==> config.mk <==
export PLATFORM = sky130hd
export DESIGN_NAME = pwm_capture
export DESIGN_NICKNAME = d
export VERILOG_FILES = /design/src/rtl/pwm_capture.sv
export SDC_FILE = /design/constraint.sdc
export NUM_CORES = 1
export LEC_CHECK = 0
export CAP_MARGIN = 20
export CELL_PAD_IN_SITES_DETAIL_PLACEMENT = 1
export CELL_PAD_IN_SITES_GLOBAL_PLACEMENT = 2
export CORE_MARGIN = 4
export CORE_UTILIZATION = 33
export CTS_BUF_LIST = sky130_fd_sc_hd__clkbuf_16
export DETAILED_ROUTE_END_ITERATION = 12
export GPL_TIMING_DRIVEN = 0
export PLACE_DENSITY_LB_ADDON = 0.3
export SYNTH_ARGS = -nofsm -noshare
export SYNTH_HDL_FRONTEND = slang
export SYNTH_SLANG_ARGS = --single-unit
==> constraint.sdc <==
create_clock -name clk_50mhz -period 2.3 [get_ports clk_50mhz]
set_input_delay 0.23 -clock clk_50mhz [delete_from_list [all_inputs] [get_ports clk_50mhz]]
set_output_delay 0.23 -clock clk_50mhz [all_outputs]
set_load 0.005 [all_outputs]
==> src/rtl/pwm_capture.sv <==
// rtl/pwm_capture.sv - PWM period and high-time capture with stuck-line timeout
module pwm_capture #(
   parameter logic [31:0] TIMEOUT_CYCLES = 32'd50_000_000
) (
   input  logic        clk_50mhz,
   input  logic        rst_n,
   input  logic        en,
   input  logic        pwm_in,
   output logic [31:0] period_cnt,
   output logic [31:0] high_cnt,
   output logic        meas_valid,
   output logic        timeout,
   output logic        stuck_high
);

   typedef enum logic [1:0] {
      IDLE      = 2'd0,
      WAIT_RISE = 2'd1,
      MEAS_HIGH = 2'd2,
      MEAS_LOW  = 2'd3
   } state_t;

   state_t      state_q, state_d;
   logic        sync1_q, s_q, s_d_q;
   logic [31:0] cnt_q, cnt_d;
   logic [31:0] high_tmp_q, high_tmp_d;
   logic [31:0] period_q, period_d;
   logic [31:0] high_q, high_d;
   logic        valid_q, valid_d;
   logic        timeout_q, timeout_d;
   logic        stuck_q, stuck_d;

   logic        rise, fall;
   logic        cnt_expired;
   logic [31:0] cnt_inc;

   assign rise = s_q & ~s_d_q;
   assign fall = ~s_q & s_d_q;

   // Counter saturates rather than wrapping so a stuck line can never alias a period.
   assign cnt_inc     = (cnt_q >= TIMEOUT_CYCLES) ? TIMEOUT_CYCLES : cnt_q + 32'd1;
   // Expiry fires on the cycle the counter would reach the limit.
   assign cnt_expired = (cnt_q >= TIMEOUT_CYCLES - 32'd1);

   assign period_cnt = period_q;
   assign high_cnt   = high_q;
   assign meas_valid = valid_q;
   assign timeout    = timeout_q;
   assign stuck_high = stuck_q;

   // Two-flop synchroniser plus one delay flop for edge detection.
   always_ff @(posedge clk_50mhz or negedge rst_n) begin
      if (!rst_n) begin
         sync1_q <= 1'b0;
         s_q     <= 1'b0;
         s_d_q   <= 1'b0;
      end else begin
         sync1_q <= pwm_in;
         s_q     <= sync1_q;
         s_d_q   <= s_q;
      end
   end

   // State, counter and result registers.
   always_ff @(posedge clk_50mhz or negedge rst_n) begin
      if (!rst_n) begin
         state_q    <= IDLE;
         cnt_q      <= 32'd0;
         high_tmp_q <= 32'd0;
         period_q   <= 32'd0;
         high_q     <= 32'd0;
         valid_q    <= 1'b0;
         timeout_q  <= 1'b0;
         stuck_q    <= 1'b0;
      end else begin
         state_q    <= state_d;
         cnt_q      <= cnt_d;
         high_tmp_q <= high_tmp_d;
         period_q   <= period_d;
         high_q     <= high_d;
         valid_q    <= valid_d;
         timeout_q  <= timeout_d;
         stuck_q    <= stuck_d;
      end
   end

   // Next-state logic; a real edge takes priority over a coincident timeout.
   always_comb begin
      state_d    = state_q;
      cnt_d      = cnt_inc;
      high_tmp_d = high_tmp_q;
      period_d   = period_q;
      high_d     = high_q;
      valid_d    = 1'b0;
      timeout_d  = timeout_q;
      stuck_d    = stuck_q;

      if (!en) begin
         state_d    = IDLE;
         cnt_d      = 32'd0;
         high_tmp_d = 32'd0;
         period_d   = 32'd0;
         high_d     = 32'd0;
         timeout_d  = 1'b0;
         stuck_d    = 1'b0;
      end else if (state_q == IDLE) begin
         state_d = WAIT_RISE;
         cnt_d   = 32'd0;
      end else if (state_q == WAIT_RISE && rise) begin
         // First rise only aligns us; the partial period before it is discarded.
         state_d = MEAS_HIGH;
         cnt_d   = 32'd1;
      end else if (state_q == MEAS_HIGH && fall) begin
         state_d    = MEAS_LOW;
         high_tmp_d = cnt_q;
      end else if (state_q == MEAS_LOW && rise) begin
         state_d   = MEAS_HIGH;
         period_d  = cnt_q;
         high_d    = high_tmp_q;
         valid_d   = 1'b1;
         timeout_d = 1'b0;
         stuck_d   = 1'b0;
         cnt_d     = 32'd1;
      end else if (cnt_expired) begin
         state_d   = WAIT_RISE;
         period_d  = 32'd0;
         high_d    = 32'd0;
         valid_d   = 1'b1;
         timeout_d = 1'b1;
         stuck_d   = s_q;
         cnt_d     = 32'd0;
      end
   end

endmodule

After elaboration in Yosys (flattened, before gate mapping)
Index checks and enable logic that the tools add are counted.
- register bits after elaboration: 136
- bits of input ports: 4
- output and inout port bits: 67
- logic and storage cells: 79
- add/subtract/negate cells: 1
- magnitude comparators: 2
- equality and inequality tests: 9
- muxes and demuxes: 46
- bitwise gates (word level): 4
- reduce and logical (&&, ||, !) cells: 6
- operator list (cell ; count):
    32-bit two-way mux ; 22
    32-bit by 26-bit greater-or-equal comparator with 1-bit output, second input constant ; 2
    32-bit by 1-bit adder with 32-bit output, second input constant ; 1
    1-bit two-way mux ; 18
    2-bit two-way mux ; 6
    2-bit inequality test, second input constant ; 3
    6-bit by 1-bit inequality test with 1-bit output, second input constant ; 1
    2-bit == test, second input constant ; 2
    4-bit AND reduction ; 1
    1-bit logical AND ; 3
    3-bit by 1-bit inequality test with 1-bit output, second input constant ; 1
    3-bit AND reduction ; 1
    1-bit bitwise AND ; 2
    2-bit by 1-bit == test with 1-bit output, second input constant ; 1
    2-bit zero test ; 1
    2-bit by 1-bit inequality test with 1-bit output, second input constant ; 1
    1-bit inverter ; 2

Depth between registers and ports, before layout
- word-level depth: 8
- mapped depth: 9
- depth with buffers taken out: 6

Worst setup path before layout
Ideal clock, no wire load.
- path type: register to register
- from: register cnt_q[16]
- to: register high_q[25], in the netlist high_cnt[25]
- setup time: 0.122 ns
- data arrival time: 2.117 ns
- data required time: 2.178 ns
- path slack: 0.061 ns
- cell stages (with the launch flop): 9
- buffers on the path: 3
- clock period less this slack: 2.239 ns
- cell sequence: dfrtp_1 -> buf_2 -> or4b_4 -> nor4_4 -> o21ai_2 -> a211o_1 -> buf_6 -> buf_6 -> a32o_1
- word-level cells in the longest chain between the ends: 3
- ends and longest elaborated chain (element ; line ; RTL):
    start, declared ; 25 ; logic [31:0] cnt_q, cnt_d;
    start signal, assigned ; 77 ; cnt_q <= cnt_d;
    32-bit by 26-bit greater-or-equal comparator with 1-bit output ; 43 ; assign cnt_expired = (cnt_q >= TIMEOUT_CYCLES - 32'd1);
    3-bit by 1-bit inequality test with 1-bit output (no source line) ; -- ;
    4-bit AND reduction (no source line) ; -- ;
    end signal, assigned ; 80 ; high_q <= high_d;
    end, declared ; 28 ; logic [31:0] high_q, high_d;
Every way passes these cells.
A chain may end at the register's enable or synchronous reset.

Worst setup path after layout
- from: register cnt_q[18]
- to: register period_q[12], in the netlist period_cnt[12]
- word-level cells in the longest chain between the ends: 3
- ends and longest elaborated chain (element ; line ; RTL):
    32-bit by 26-bit greater-or-equal comparator with 1-bit output ; 43 ;
    3-bit by 1-bit inequality test with 1-bit output (no source line) ; -- ;
    4-bit AND reduction (no source line) ; -- ;
    end signal, assigned ; 79 ; period_q <= period_d;
    end, declared ; 27 ; logic [31:0] period_q, period_d;
Every way passes these cells.

==> results.ini <==
[status]
status = finished with violations
violations = negative setup slack

[floorplan]
rows = 47
io_pins = 71
fp.dieW_um = 138.8
core_region_area_um2 = 16700
die_area_um2 = 19280
die_h_um = 138.8
start_util_pct = 33.83

[layout]
fin_nets = 597
layout-drive-gt1-share_pct = 14.24
syn_to_final_growth_pct = 33.16
diodes = 0

[timing]
setup-violations-final = 36
worst_pin_slew_ps = 629.4
fin_crit_sh_pct = 100.9
max_freq_mhz = 430.8
slew_viol_final = 0
hold_viol_final = 0
layout_min_cycle_time_ps = 2321
rsz0062_at_grt = yes
layout_setup_ws_ps = -21.31
max-slew-margin-rel_pct = 58.04
setup_tns_ps = -326.2
skew_ps = 9.973

[worst_setup_path]
worst-path-buf-inv = 2
cp_data_required_time_ps = 2600
path_cells = or4b_4 -> nor4_4 -> o21ai_2 -> a211o_1 -> buf_6 -> buf_6 -> a32o_1
start_kind = flop
worst_path_dominant_cell_family = simple AND/OR/NAND/NOR gates
cp-end-kind = flop
cpMaxStageDelayCell = or4b_4
crit_type = reg2reg
crit_arrival_ps = 2620
crit_path_frequent_cell = buf_6
worst_path_largest_cell_delay_ps = 550
cp_max_fo = 10
rrSetupSlack_ps = -20

[synthesis]
ys_seq_area_share_pct = 60.24
async_reset_ff_share_pct = 100.0
ys.flop_type = dfrtp_1
netlist_top_cells_count = 136 x dfrtp_1, 83 x nand2_1, 64 x a32o_1, 36 x clkbuf_1, 34 x a21boi_0
synth_area_um2 = 5649
ys_seq_elements = 136
synth_top_area_share_pct = 60.24
synth_top_area_cell = dfrtp_1
syn_avg_cell_area_um2 = 11.65
ys_types = 40
synth.most_common_cell = dfrtp_1
synthCells = 485
yosys_warnings = 0
synth_area_leaders = dfrtp_1 60%, a32o_1 11%, nand2_1 5.5%, a21boi_0 4.5%, xor2_1 2.8%
synth_edf_count = 0

[pwr]
p_leak_nw = 3.072
vdd_drop_max_mv = 0.5479
finalPower_mw = 5.278
powerDensity_nw_per_um2 = 701.7

[global_routing]
grt_pass1_wl_um = 26380
grt.total_usage_pct = 17.19
grt_max_degree = 96
antenna_found_initial = 0
grt_pass1_vias = 4756
overflow = 0

[clocking]
clockRootBuffer = clkbuf_16
clkTransAtPathRegs_ps = 60
cts_tree = built
htreeDepth = 4
clock_path_buffers = 2
numCtsBuffers = 17
clkSinkCount = 136
insertion_delay_ps = 420

[placement]
dp_hpwl_um = 10900
portBuffers = 70
place_congestion = 0.7672

[flow_run]
maxCapViolCount = 0

[drt]
ant_nets = 0
initialDrtViolationCount = 295
vias_per_cell = 5.251
wirelength_um = 16080
dr.pass1.iters = 4
route.detailed.drc = 0
post_drt_wl_per_cell_um = 19.52
vias = 4327

[worst_hold_path]
hold_class = in2reg

## path summary, 6_finish.rpt
path	start	end	cells after the start
worst max-delay path	cnt_q[18]	period_cnt[12]	7
worst min-delay path	pwm_in	sync1_q	1
worst max register to register	cnt_q[18]	period_cnt[12]	7
worst min register to register	sync1_q	s_q	0
max in group asynchronous	rst_n	cnt_q[20]	3
min in group asynchronous	rst_n	high_cnt[1]	2
## per-stage QoR
step,instance area (µm²),hold WS (ps),instances,worst slack [ps],utilization [%]
2_1_floorplan,5668,-65.59,490,61.21,-
3_3_place_gp,6644,335.8,780,-4487,39.78
3_5_place_dp,6673,178.9,781,-431.4,39.95
4_1_cts,7455,250.1,822,-118.1,44.64
5_1_grt,7522,262.1,824,-103.1,45.04
6_report,7522,272.4,824,-21.31,45.04
## layout make-up
cell class,count,area (µm²)
buffer,39,255.2
clock buffer,17,425.4
clock inverter,15,138.9
fill,1780,9179
inverter,5,18.77
multi-input combinational,306,2118
sequential,136,3413
tap,220,275.3
timing repair buffer,86,877.1
## cells in the final DEF, fill, tap and decap left out, drive strengths merged, types with 3 or more instances in the layout
cell,synthesis,final
a211oi,13,13
nor3,3,3
nand3,14,14
and2,3,3
clkdlybuf4s50,0,69
a21boi,34,34
conb,1,6
clkinv,0,4
a32o,64,64
nand2,83,83
clkbuf,36,50
and3,4,4
nor2,18,18
nand4,7,7
inv,5,7
clkinvlp,0,7
nor4,6,6
buf,7,22
xor2,18,18
dfrtp,136,136
xnor2,6,6
a21oi,4,4
## metal layers
| metal | vias to the layer above | track usage (%) | wire length [µm] |
|---|---|---|---|
| met5 | - | 0 | 0 |
| met4 | 0 | 5.819 | 229 |
| met3 | 25 | 4.069 | 510 |
| met2 | 78 | 27.84 | 7959 |
| met1 | 2241 | 22.78 | 7385 |
| li1 | 1983 | - | - |
## sequential cells by signal (all words and copies together) (netlist names)
name        cells
sync1_q         1
s_d_q           1
state_q         2
s_q             1
timeout         1
meas_valid      1
cnt_q          32
high_cnt       32
period_cnt     32
stuck_high      1
high_tmp_q     32
## worst reg2reg max path, delay by kind of cell, from the launching register on
family	cells	cell delay (ps)
AOI/OAI and AO/OA	3	710
buffers and inverters	2	330
DFF	1	400
and+or+nand+nor	2	780
## kinds of logic after synthesis
| kind of cell | Yosys count | share of synthesized area [%] |
|---|---|---|
| and+or+nand+nor | 149 | 12.40 |
| DFF | 136 | 60.24 |
| AOI/OAI and AO/OA | 124 | 19.18 |
| buffers and inverters | 48 | 3.765 |
| xor gates and xnor gates | 24 | 3.721 |
| adders and majority gates | 2 | 0.4429 |
| other | 1 | 0.06638 |
| muxes | 1 | 0.1772 |
## power breakdown
part	total, mW	switching (mW)	leakage (nW)	internal (mW)
sequential	2.43	0.0173	1.86	2.41
combinational	0.238	0.152	0.947	0.0865
clock	2.61	1.04	0.263	1.57
## timing repair
item,in CTS,in global routing
setup buffers,10,3
pin swaps,4,4
cloned,1,0
gates resized for setup,35,22
endpoints found under the setup margin,87,96
hold buffers,1,0
endpoints found under the hold margin,41,0
(Power assumes the default switching activity.)
